`src/rtl/ps2_scancode_receiver.sv`:
```
`default_nettype none
//----------------------------------------------------------------------------
// ps2_scancode_receiver: PS/2 frame receiver with E0/F0 folding and FWFT FIFO
// Revision: 1.0
//----------------------------------------------------------------------------
module ps2_scancode_receiver #(
    parameter int SYNC_STAGES    = 2,
    parameter int FIFO_DEPTH     = 8,
    parameter int TIMEOUT_CYCLES = 50000
) (
    input  logic                          Clock,
    input  logic                          Reset,
    input  logic                          PS2_CLK,
    input  logic                          PS2_DATA,
    input  logic                          iReady,
    input  logic                          iClearOverflow,
    output logic                          oValid,
    output logic [7:0]                    oScanCode,
    output logic                          oBreak,
    output logic                          oExtended,
    output logic                          oFrameError,
    output logic                          oOverflow,
    output logic [$clog2(FIFO_DEPTH):0]   oFifoCount
);

    localparam int AW  = $clog2(FIFO_DEPTH);
    localparam int CW  = AW + 1;
    localparam int WDW = $clog2(TIMEOUT_CYCLES) + 1;
    localparam logic [WDW-1:0] c_wd_last = WDW'(TIMEOUT_CYCLES - 1);
    localparam logic [CW-1:0]  c_full    = CW'(FIFO_DEPTH);

    typedef enum logic [1:0] {S_IDLE, S_DATA, S_PARITY, S_STOP} state_t;

    logic [SYNC_STAGES-1:0] clk_sync_q, clk_sync_d, dat_sync_q, dat_sync_d;
    logic                   clk_prev_q, clk_prev_d;
    logic                   clk_s, dat_s, fall;

    state_t                 state_q, state_d;
    logic [2:0]             bitcnt_q, bitcnt_d;
    logic [7:0]             shreg_q, shreg_d;
    logic                   par_q, par_d;
    logic [WDW-1:0]         wd_q, wd_d;
    logic                   done_q, done_d;
    logic                   err_q, err_d;
    logic [7:0]             byte_q, byte_d;
    logic                   frame_err;

    logic                   ext_q, ext_d, brk_q, brk_d;
    logic                   push;
    logic [9:0]             push_data;

    logic [9:0]             mem_q [FIFO_DEPTH];
    logic [AW-1:0]          wr_ptr_q, wr_ptr_d, rd_ptr_q, rd_ptr_d;
    logic [CW-1:0]          count_q, count_d;
    logic [9:0]             head_q, head_d;
    logic                   ovf_q, ovf_d;
    logic                   full, pop, do_push;

    assign clk_s = clk_sync_q[SYNC_STAGES-1];
    assign dat_s = dat_sync_q[SYNC_STAGES-1];
    assign fall  = clk_prev_q & ~clk_s;

    always_comb begin
        clk_sync_d = {clk_sync_q[SYNC_STAGES-2:0], PS2_CLK};
        dat_sync_d = {dat_sync_q[SYNC_STAGES-2:0], PS2_DATA};
        clk_prev_d = clk_s;
    end

    // Frame FSM; the watchdog only runs while a frame is in progress.
    always_comb begin
        state_d   = state_q;
        bitcnt_d  = bitcnt_q;
        shreg_d   = shreg_q;
        par_d     = par_q;
        byte_d    = byte_q;
        done_d    = 1'b0;
        frame_err = 1'b0;
        wd_d      = (state_q == S_IDLE) ? '0 : wd_q + WDW'(1);
        if (fall) begin
            wd_d = '0;
            case (state_q)
                S_IDLE: begin
                    if (!dat_s) begin
                        state_d  = S_DATA;
                        bitcnt_d = 3'd0;
                    end
                end
                S_DATA: begin
                    shreg_d  = {dat_s, shreg_q[7:1]};
                    bitcnt_d = bitcnt_q + 3'd1;
                    if (bitcnt_q == 3'd7) state_d = S_PARITY;
                end
                S_PARITY: begin
                    par_d   = dat_s;
                    state_d = S_STOP;
                end
                S_STOP: begin
                    if (dat_s && (^{shreg_q, par_q})) begin
                        done_d = 1'b1;
                        byte_d = shreg_q;
                    end else begin
                        frame_err = 1'b1;
                    end
                    state_d = S_IDLE;
                end
                default: state_d = S_IDLE;
            endcase
        end else if (state_q != S_IDLE && wd_q == c_wd_last) begin
            state_d   = S_IDLE;
            frame_err = 1'b1;
            wd_d      = '0;
        end
        err_d = frame_err;
    end

    // Prefix decoder acts one cycle after frame completion.
    always_comb begin
        ext_d     = ext_q;
        brk_d     = brk_q;
        push      = 1'b0;
        push_data = {ext_q, brk_q, byte_q};
        if (err_q) begin
            ext_d = 1'b0;
            brk_d = 1'b0;
        end else if (done_q) begin
            if (byte_q == 8'hE0) begin
                ext_d = 1'b1;
            end else if (byte_q == 8'hF0) begin
                brk_d = 1'b1;
            end else begin
                push  = 1'b1;
                ext_d = 1'b0;
                brk_d = 1'b0;
            end
        end
    end

    // FWFT FIFO; head_q tracks the entry at rd_ptr_d and holds when empty.
    always_comb begin
        full     = (count_q == c_full);
        pop      = (count_q != '0) && iReady;
        do_push  = push && (!full || pop);
        wr_ptr_d = wr_ptr_q + AW'(do_push);
        rd_ptr_d = rd_ptr_q + AW'(pop);
        count_d  = count_q + CW'(do_push) - CW'(pop);
        head_d   = head_q;
        if (count_d != '0) begin
            if (do_push && wr_ptr_q == rd_ptr_d) head_d = push_data;
            else                                 head_d = mem_q[rd_ptr_d];
        end
        if (push && full && !pop) ovf_d = 1'b1;
        else if (iClearOverflow)  ovf_d = 1'b0;
        else                      ovf_d = ovf_q;
    end

    always_ff @(posedge Clock or negedge Reset) begin
        if (!Reset) begin
            clk_sync_q <= '1;
            dat_sync_q <= '1;
            clk_prev_q <= 1'b1;
            state_q    <= S_IDLE;
            bitcnt_q   <= '0;
            shreg_q    <= '0;
            par_q      <= 1'b0;
            wd_q       <= '0;
            done_q     <= 1'b0;
            err_q      <= 1'b0;
            byte_q     <= '0;
            ext_q      <= 1'b0;
            brk_q      <= 1'b0;
            wr_ptr_q   <= '0;
            rd_ptr_q   <= '0;
            count_q    <= '0;
            head_q     <= '0;
            ovf_q      <= 1'b0;
        end else begin
            clk_sync_q <= clk_sync_d;
            dat_sync_q <= dat_sync_d;
            clk_prev_q <= clk_prev_d;
            state_q    <= state_d;
            bitcnt_q   <= bitcnt_d;
            shreg_q    <= shreg_d;
            par_q      <= par_d;
            wd_q       <= wd_d;
            done_q     <= done_d;
            err_q      <= err_d;
            byte_q     <= byte_d;
            ext_q      <= ext_d;
            brk_q      <= brk_d;
            wr_ptr_q   <= wr_ptr_d;
            rd_ptr_q   <= rd_ptr_d;
            count_q    <= count_d;
            head_q     <= head_d;
            ovf_q      <= ovf_d;
        end
    end

    always_ff @(posedge Clock) begin
        if (do_push) mem_q[wr_ptr_q] <= push_data;
    end

    assign oValid      = (count_q != '0);
    assign oScanCode   = head_q[7:0];
    assign oBreak      = head_q[8];
    assign oExtended   = head_q[9];
    assign oFrameError = frame_err;
    assign oOverflow   = ovf_q;
    assign oFifoCount  = count_q;

endmodule
`default_nettype wire

```
`config.mk`:
```
export PLATFORM = sky130hd
export DESIGN_NAME = ps2_scancode_receiver
export DESIGN_NICKNAME = d
export VERILOG_FILES = /design/src/rtl/ps2_scancode_receiver.sv
export SDC_FILE = /design/constraint.sdc
export NUM_CORES = 1
export LEC_CHECK = 0
export BUFFER_PORTS_ARGS = -buffer_cell sky130_fd_sc_hd__buf_2
export CORE_ASPECT_RATIO = 0.75
export CORE_UTILIZATION = 40
export DETAILED_ROUTE_END_ITERATION = 6
export GPL_TIMING_DRIVEN = 0
export SYNTH_ARGS = -nofsm -noshare
export SYNTH_HDL_FRONTEND = slang
export SYNTH_SLANG_ARGS = --single-unit
```
`constraint.sdc`:
```
create_clock -name Clock -period 2.93 [get_ports Clock]
set_input_delay 0.293 -clock Clock [delete_from_list [all_inputs] [get_ports Clock]]
set_output_delay 0.293 -clock Clock [all_outputs]
set_load 0.005 [all_outputs]
```
## Yosys cells after proc, flatten, opt, wreduce, memory -nomap -nowiden

Memories as Yosys holds them, arrays and structs flattened. A register that Yosys moved wholly into a read port is not among the register bits.
Cells that the tools add are included.

- Memories: 1
- Register bits after elaboration: 59
- Memory bits (writable): 80

Memory list:

| name | words | width | read ports | clocked after Yosys merged registers in | wr ports | RTL line | source |
|---|---|---|---|---|---|---|---|
| mem_q | 8 | 10 | 1 | 1 | 1 | 52 | `logic [9:0] mem_q [FIFO_DEPTH];` |

- Eq/ne operators: 13
- Multiplexer cells: 33
- Add/subtract/negate cells: 6
- Reductions and logical operators: 26
- Bitwise operators: 2

Operators by type and width:

| operator | number |
|---|---|
| $mux 17 | 3 |
| $mux 1 | 23 |
| $add 17x1->17 const B | 1 |
| $eq 17x16->1 const B | 1 |
| $eq 8x8->1 const B | 2 |
| $reduce_bool 2->1 | 5 |
| $ne 3x3->1 const B | 3 |
| $reduce_and 3->1 | 3 |
| $reduce_xor 9->1 | 1 |
| $mux 2 | 4 |
| $pmux 2 s4 | 1 |
| $reduce_and 2->1 | 4 |
| $reduce_bool 4->1 | 2 |
| $add 3x1->3 | 2 |
| $logic_and 1x1->1 | 6 |
| $pmux 3 s2 | 1 |
| $add 4x1->4 | 1 |
| $eq 2x2->1 const B | 2 |
| $eq 4x4->1 const B | 1 |
| $ne 2x2->1 const B | 2 |
| $sub 4x1->4 | 1 |
| $add 3x1->3 const B | 1 |
| $eq 3x3->1 const B | 1 |
| $logic_not 1->1 | 3 |
| other kinds (6) | 6 |

## Longest topological paths before layout

- Depth in word-level cells: 9
- Depth in mapped cells: 13
- Depth with buffers taken out: 12

## Least setup slack after synthesis

No wires, ideal clock.

- Path type: reg-to-reg
- Start point: reg count_q[2], in the netlist oFifoCount[2]
- End point: reg head_q[4], read port of mem_q
- Setup time: 0.128 ns
- Stages on the path, launching flop included: 14
- Arrival: 2.903 ns
- Setup slack: -0.101 ns
- Cell sequence: dfrtp_1 -> inv_1 -> ha_1 -> nand2b_1 -> nand3_1 -> nand3_1 -> o21ai_0 -> ha_1 -> inv_1 -> fa_1 -> inv_1 -> or4_1 -> buf_2 -> mux2_1

- Longest elaborated chain between the ends: 7
- Elaborated cells on any way between the ends: 10

RTL lines:

| what | RTL line | source |
|---|---|---|
| start: declaration | 54 | `logic [CW-1:0] count_q, count_d;` |
| start signal: assignment | 192 | `count_q <= count_d;` |
| $eq 4x4->1 or $reduce_bool 4->1 (tied branches) | 140, 141 |  |
| $logic_not 1->1 or $logic_and 1x1->1 (tied branches) | 142, 141 |  |
| $logic_or 1x1->1 | 142 | `do_push = push && (!full \|\| pop);` |
| $logic_and 1x1->1 | 142 |  |
| $add 4x1->4 | 145 | `count_d = count_q + CW'(do_push) - CW'(pop);` |
| $sub 4x1->4 (*) | 145 |  |
| via count_d[1] | 54 |  |
| $reduce_bool 4->1 (*) | 147 | `if (count_d != '0) begin` |
| end: declaration | 55 | `logic [9:0] head_q, head_d;` |

The timed path passes the listed nets; every way through them passes the cells marked *.
A chain may end at the register's enable or synchronous reset.

## Final worst setup path

- Start point: reg count_q[1], in the netlist oFifoCount[1]
- End point: reg head_q[6], read port of mem_q

- Elaborated cells on any way between the ends: 10

RTL lines:

| what | RTL line | source |
|---|---|---|
| $reduce_bool 4->1 | 141 | `pop = (count_q != '0) && iReady;` |
| $logic_and 1x1->1 | 141 |  |
| $add 3x1->3 | 144 | `rd_ptr_d = rd_ptr_q + AW'(pop);` |
| via rd_ptr_d[1] | 53 | `logic [AW-1:0] wr_ptr_q, wr_ptr_d, rd_ptr_q, rd_ptr_d;` |

The timed path passes the listed nets, and every way through them passes these cells.

==> impl_metrics.json <==
{
  "ys_warn_count": 0,
  "rows": 39,
  "switchingPower_mw": 2.429,
  "final_antenna_net_count": 0,
  "yosysUniqueCellTypes": 48,
  "drv_slew": 0,
  "violations": "negative hold slack",
  "worstPathRequired_ns": 3.24,
  "start_util_pct": 41.58,
  "power.leakage_nw": 3.235,
  "clock_latency_ns": 0.42,
  "ys_ff_latch": 149,
  "die_y_um": 111.8,
  "fin_cells": 680,
  "fin_nets": 485,
  "clkPwrFrac_pct": 25.9,
  "cp_cell_sequence": "nor2_4 > nand2_2 > and2_4 > ha_4 > ha_4 > buf_12 > mux4_1 > mux2_2 > mux2_4 > mux2_4",
  "synthDominantCellAreaShare_pct": 37.35,
  "n_antenna_cell": 0,
  "cts.sinks": 149,
  "synth_top_area_cell": "edfxtp_1",
  "grt_overflow": 0,
  "seq_area_frac_synth_pct": 64.30,
  "fin_crit_sh_pct": 99.96,
  "hold_ws_ns": -0.00007017,
  "root_buffer": "clkbuf_16",
  "dr.pass1.iters": 4,
  "wl_mm": 12.48,
  "dr_total_vias": 3470,
  "setup_viol": 0,
  "synth_flop_cell": "edfxtp_1",
  "grt_pass1_vias": 3653,
  "power_frac_seq_pct": 34.7,
  "grt_pass1_wl_mm": 20.91,
  "hold_class": "in2async",
  "critPathKind": "reg2reg",
  "intPower_mw": 5.779,
  "rsz0062_at_grt": "true",
  "crit_slowest_cell": "mux4_1",
  "coreArea_mm2": 0.01547,
  "ff_latch_area_mm2": 0.004145,
  "syn_nets": 416,
  "num_io_pins": 23,
  "drc": 0,
  "place_ws_ns": -0.3508,
  "track_usage_pct": 17.12,
  "syn_inst": 393,
  "synth_area_leaders": "edfxtp_1 (37%), dfrtp_1 (25%), mux4_1 (7.8%), mux2_4 (3.7%), mux2_2 (3.5%)",
  "fin_ws_ns": 0.001072,
  "placed_cells": 627,
  "fmax_ghz": 0.3414,
  "grt_max_degree": 70,
  "antenna_found_initial": 0,
  "fillers": 1261,
  "cts_buffers": 17,
  "period_needed_ns": 2.929,
  "wl_per_cell_um": 18.35,
  "multi_input_area_mm2": 0.002346,
  "p_per_area_mw_per_mm2": 1041,
  "netSwitchingFraction_pct": 29.59,
  "ir_drop_uv": 619.3,
  "hpwl_mm": 7.606,
  "gp_congestion": 0.7570,
  "end_kind": "flip-flop",
  "fin_total_pwr_mw": 8.208,
  "die_x_um": 148.4,
  "final-hold-violation-count": 2,
  "combPwrFrac_pct": 39.4,
  "slowest_delay_ns": 0.55,
  "htreeDepth": 4,
  "critPathLaunchType": "flip-flop",
  "clk_path_buf_depth": 2,
  "slew_headroom_pct": 29.89,
  "synth_area_mm2": 0.006431,
  "worst_slew_pin_slew_ns": 1.048,
  "rrSetupSlack_ns": 0.001,
  "outcome": "complete, but fails checks",
  "cts_tree": "built",
  "drv_cap": 0,
  "path_clk_slew_ns": 0.06,
  "avgSynthCellArea_um2": 16.36,
  "syn2layout_area_growth_pct": 22.65,
  "postSynth.asyncResetShare_pct": 46.31,
  "tns_ns": 0,
  "port_buffers": 22,
  "cp_max_fo": 6,
  "arrival_ns": 3.24,
  "vias_per_cell": 5.103,
  "synth_edf_count": 80,
  "finClkSkew_ns": 0.01532,
  "drive_above_1_share_pct": 38.32,
  "die_area_mm2": 0.01659,
  "drt_iter0_drc": 226
}
==> layer usage <==
metal	GRT usage (%)	part of all wire [%]	vias up
met4	5.017	0.89	0
met5	0	0	-
li1	-	-	1618
met2	25.51	47	60
met3	5.410	4.2	6
met1	24.01	48	1786
==> state kept, by name (all words and copies together) (netlist names), 4 cells and up <==
signal      count
oFifoCount      4
shreg_q         8
byte_q          8
wd_q           17
head_q         10
mem_q          80
==> power by group through the flow <==
stage	Clock (mW)	Combinational [mW]	Sequential [mW]
global route	2.26	3.53	2.89
finish	2.12	3.24	2.85
CTS	2.17	3.36	2.84
floorplan	0	2.05	2.83
detailed placement	0	2.62	2.91
global placement	0	2.54	2.88
==> logic make-up (layout without fill, tap and decap cells) <==
kind of cell	count (synthesis)	count (layout)	share of synthesized area [%]
flip-flops	149	149	64.30
AND/OR/NAND/NOR	83	83	6.731
multiplexers	67	67	17.24
XOR/XNOR	28	28	4.144
buffers and inverters	27	109	1.945
AO/OA/AOI/OAI	22	22	2.218
adder cells (fa/ha/maj)	17	17	3.424
==> cells in the final DEF, fill, tap and decap left out, types with 3 or more instances in the layout <==
cell,instances
inv_1,12
ha_4,4
xor2_1,13
mux4_2,11
and3_1,3
mux2_4,20
clkbuf_16,17
edfxtp_1,80
a21oi_1,7
buf_2,24
dfrtp_2,8
buf_12,5
nor2_1,24
dfstp_2,5
nand2_1,13
ha_1,10
clkbuf_1,3
nor3_2,3
mux2_2,17
o21ai_0,4
dfrtp_1,56
inv_2,3
mux4_1,9
clkinvlp_4,4
nand4_1,4
clkinv_2,4
mux2_1,8
buf_6,10
nand3_1,9
xnor2_1,12
buf_4,17
==> path summary, 6_finish.rpt <==
kind | start | to | cells after the start
max | oFifoCount[1] | head_q[6] | 10
min | Reset | head_q[9] | 1
max reg2reg | oFifoCount[1] | head_q[6] | 10
min reg2reg | dat_sync_q[0] | dat_sync_q[1] | 0
max in group asynchronous | Reset | byte_q[0] | 1
min in group Clock | iClearOverflow | oOverflow | 2
==> final cells by class <==
class                           instances  area share, %
Clock inverter                         12          1.618
Inverter                               15         0.7138
Sequential cell                       149          52.55
Multi-Input combinational cell        217          29.74
Timing Repair Buffer                   50          4.854
Buffer                                 12          1.475
Tap cell                              205          3.252
Clock buffer                           20          5.790
==> cells in the mapped netlist, types with 2 or more instances <==
cell and instances:
mux2_4 16, or3_1 2, inv_1 15, ha_1 16, a21o_1 2, nand3_1 11, nor2_1 25, nor2b_1 2
nor3_1 5, nand2b_1 2, mux4_1 19, buf_2 7, a21boi_0 2, xnor2_1 12, mux2_1 9, xor2_1 14
mux2_2 20, nor4_1 3, nand2_1 15, and3_1 3, nor4b_1 2, dfrtp_1 64, o21ai_0 5, buf_6 2
clkbuf_1 2, nor3b_1 2, a21oi_1 7, a32o_1 2, nand4_1 4, dfstp_2 5, edfxtp_1 80, mux2i_1 2
==> critical path, delay by kind of cell, from the launching register on <==
kind                       cells  cell delay [ns]
muxes                          4             1.33
adders and majority gates      2             0.51
DFF                            1             0.42
and+or+nand+nor                3             0.40
buffers and inverters          1             0.15
==> metrics by stage <==
stage                     hold WS, ns  utilization (%)  instance area [um2]
after global placement         0.3454            44.10                 6822
after global routing          0.04788            50.99                 7888
after CTS                     0.02958            51.16                 7914
final                     -0.00007017            50.99                 7888
after floorplan             -0.002591                -                 6455
after detailed placement       0.3472            44.88                 6942
==> repair_timing <==
item,CTS,global route
hold buffers,2,0
pin swaps,6,4
setup endpoints to repair,11,11
resized for setup,56,10
setup buffers,17,2
hold endpoints to repair,2,0
gates cloned,2,0
(Power assumes the default switching activity.)
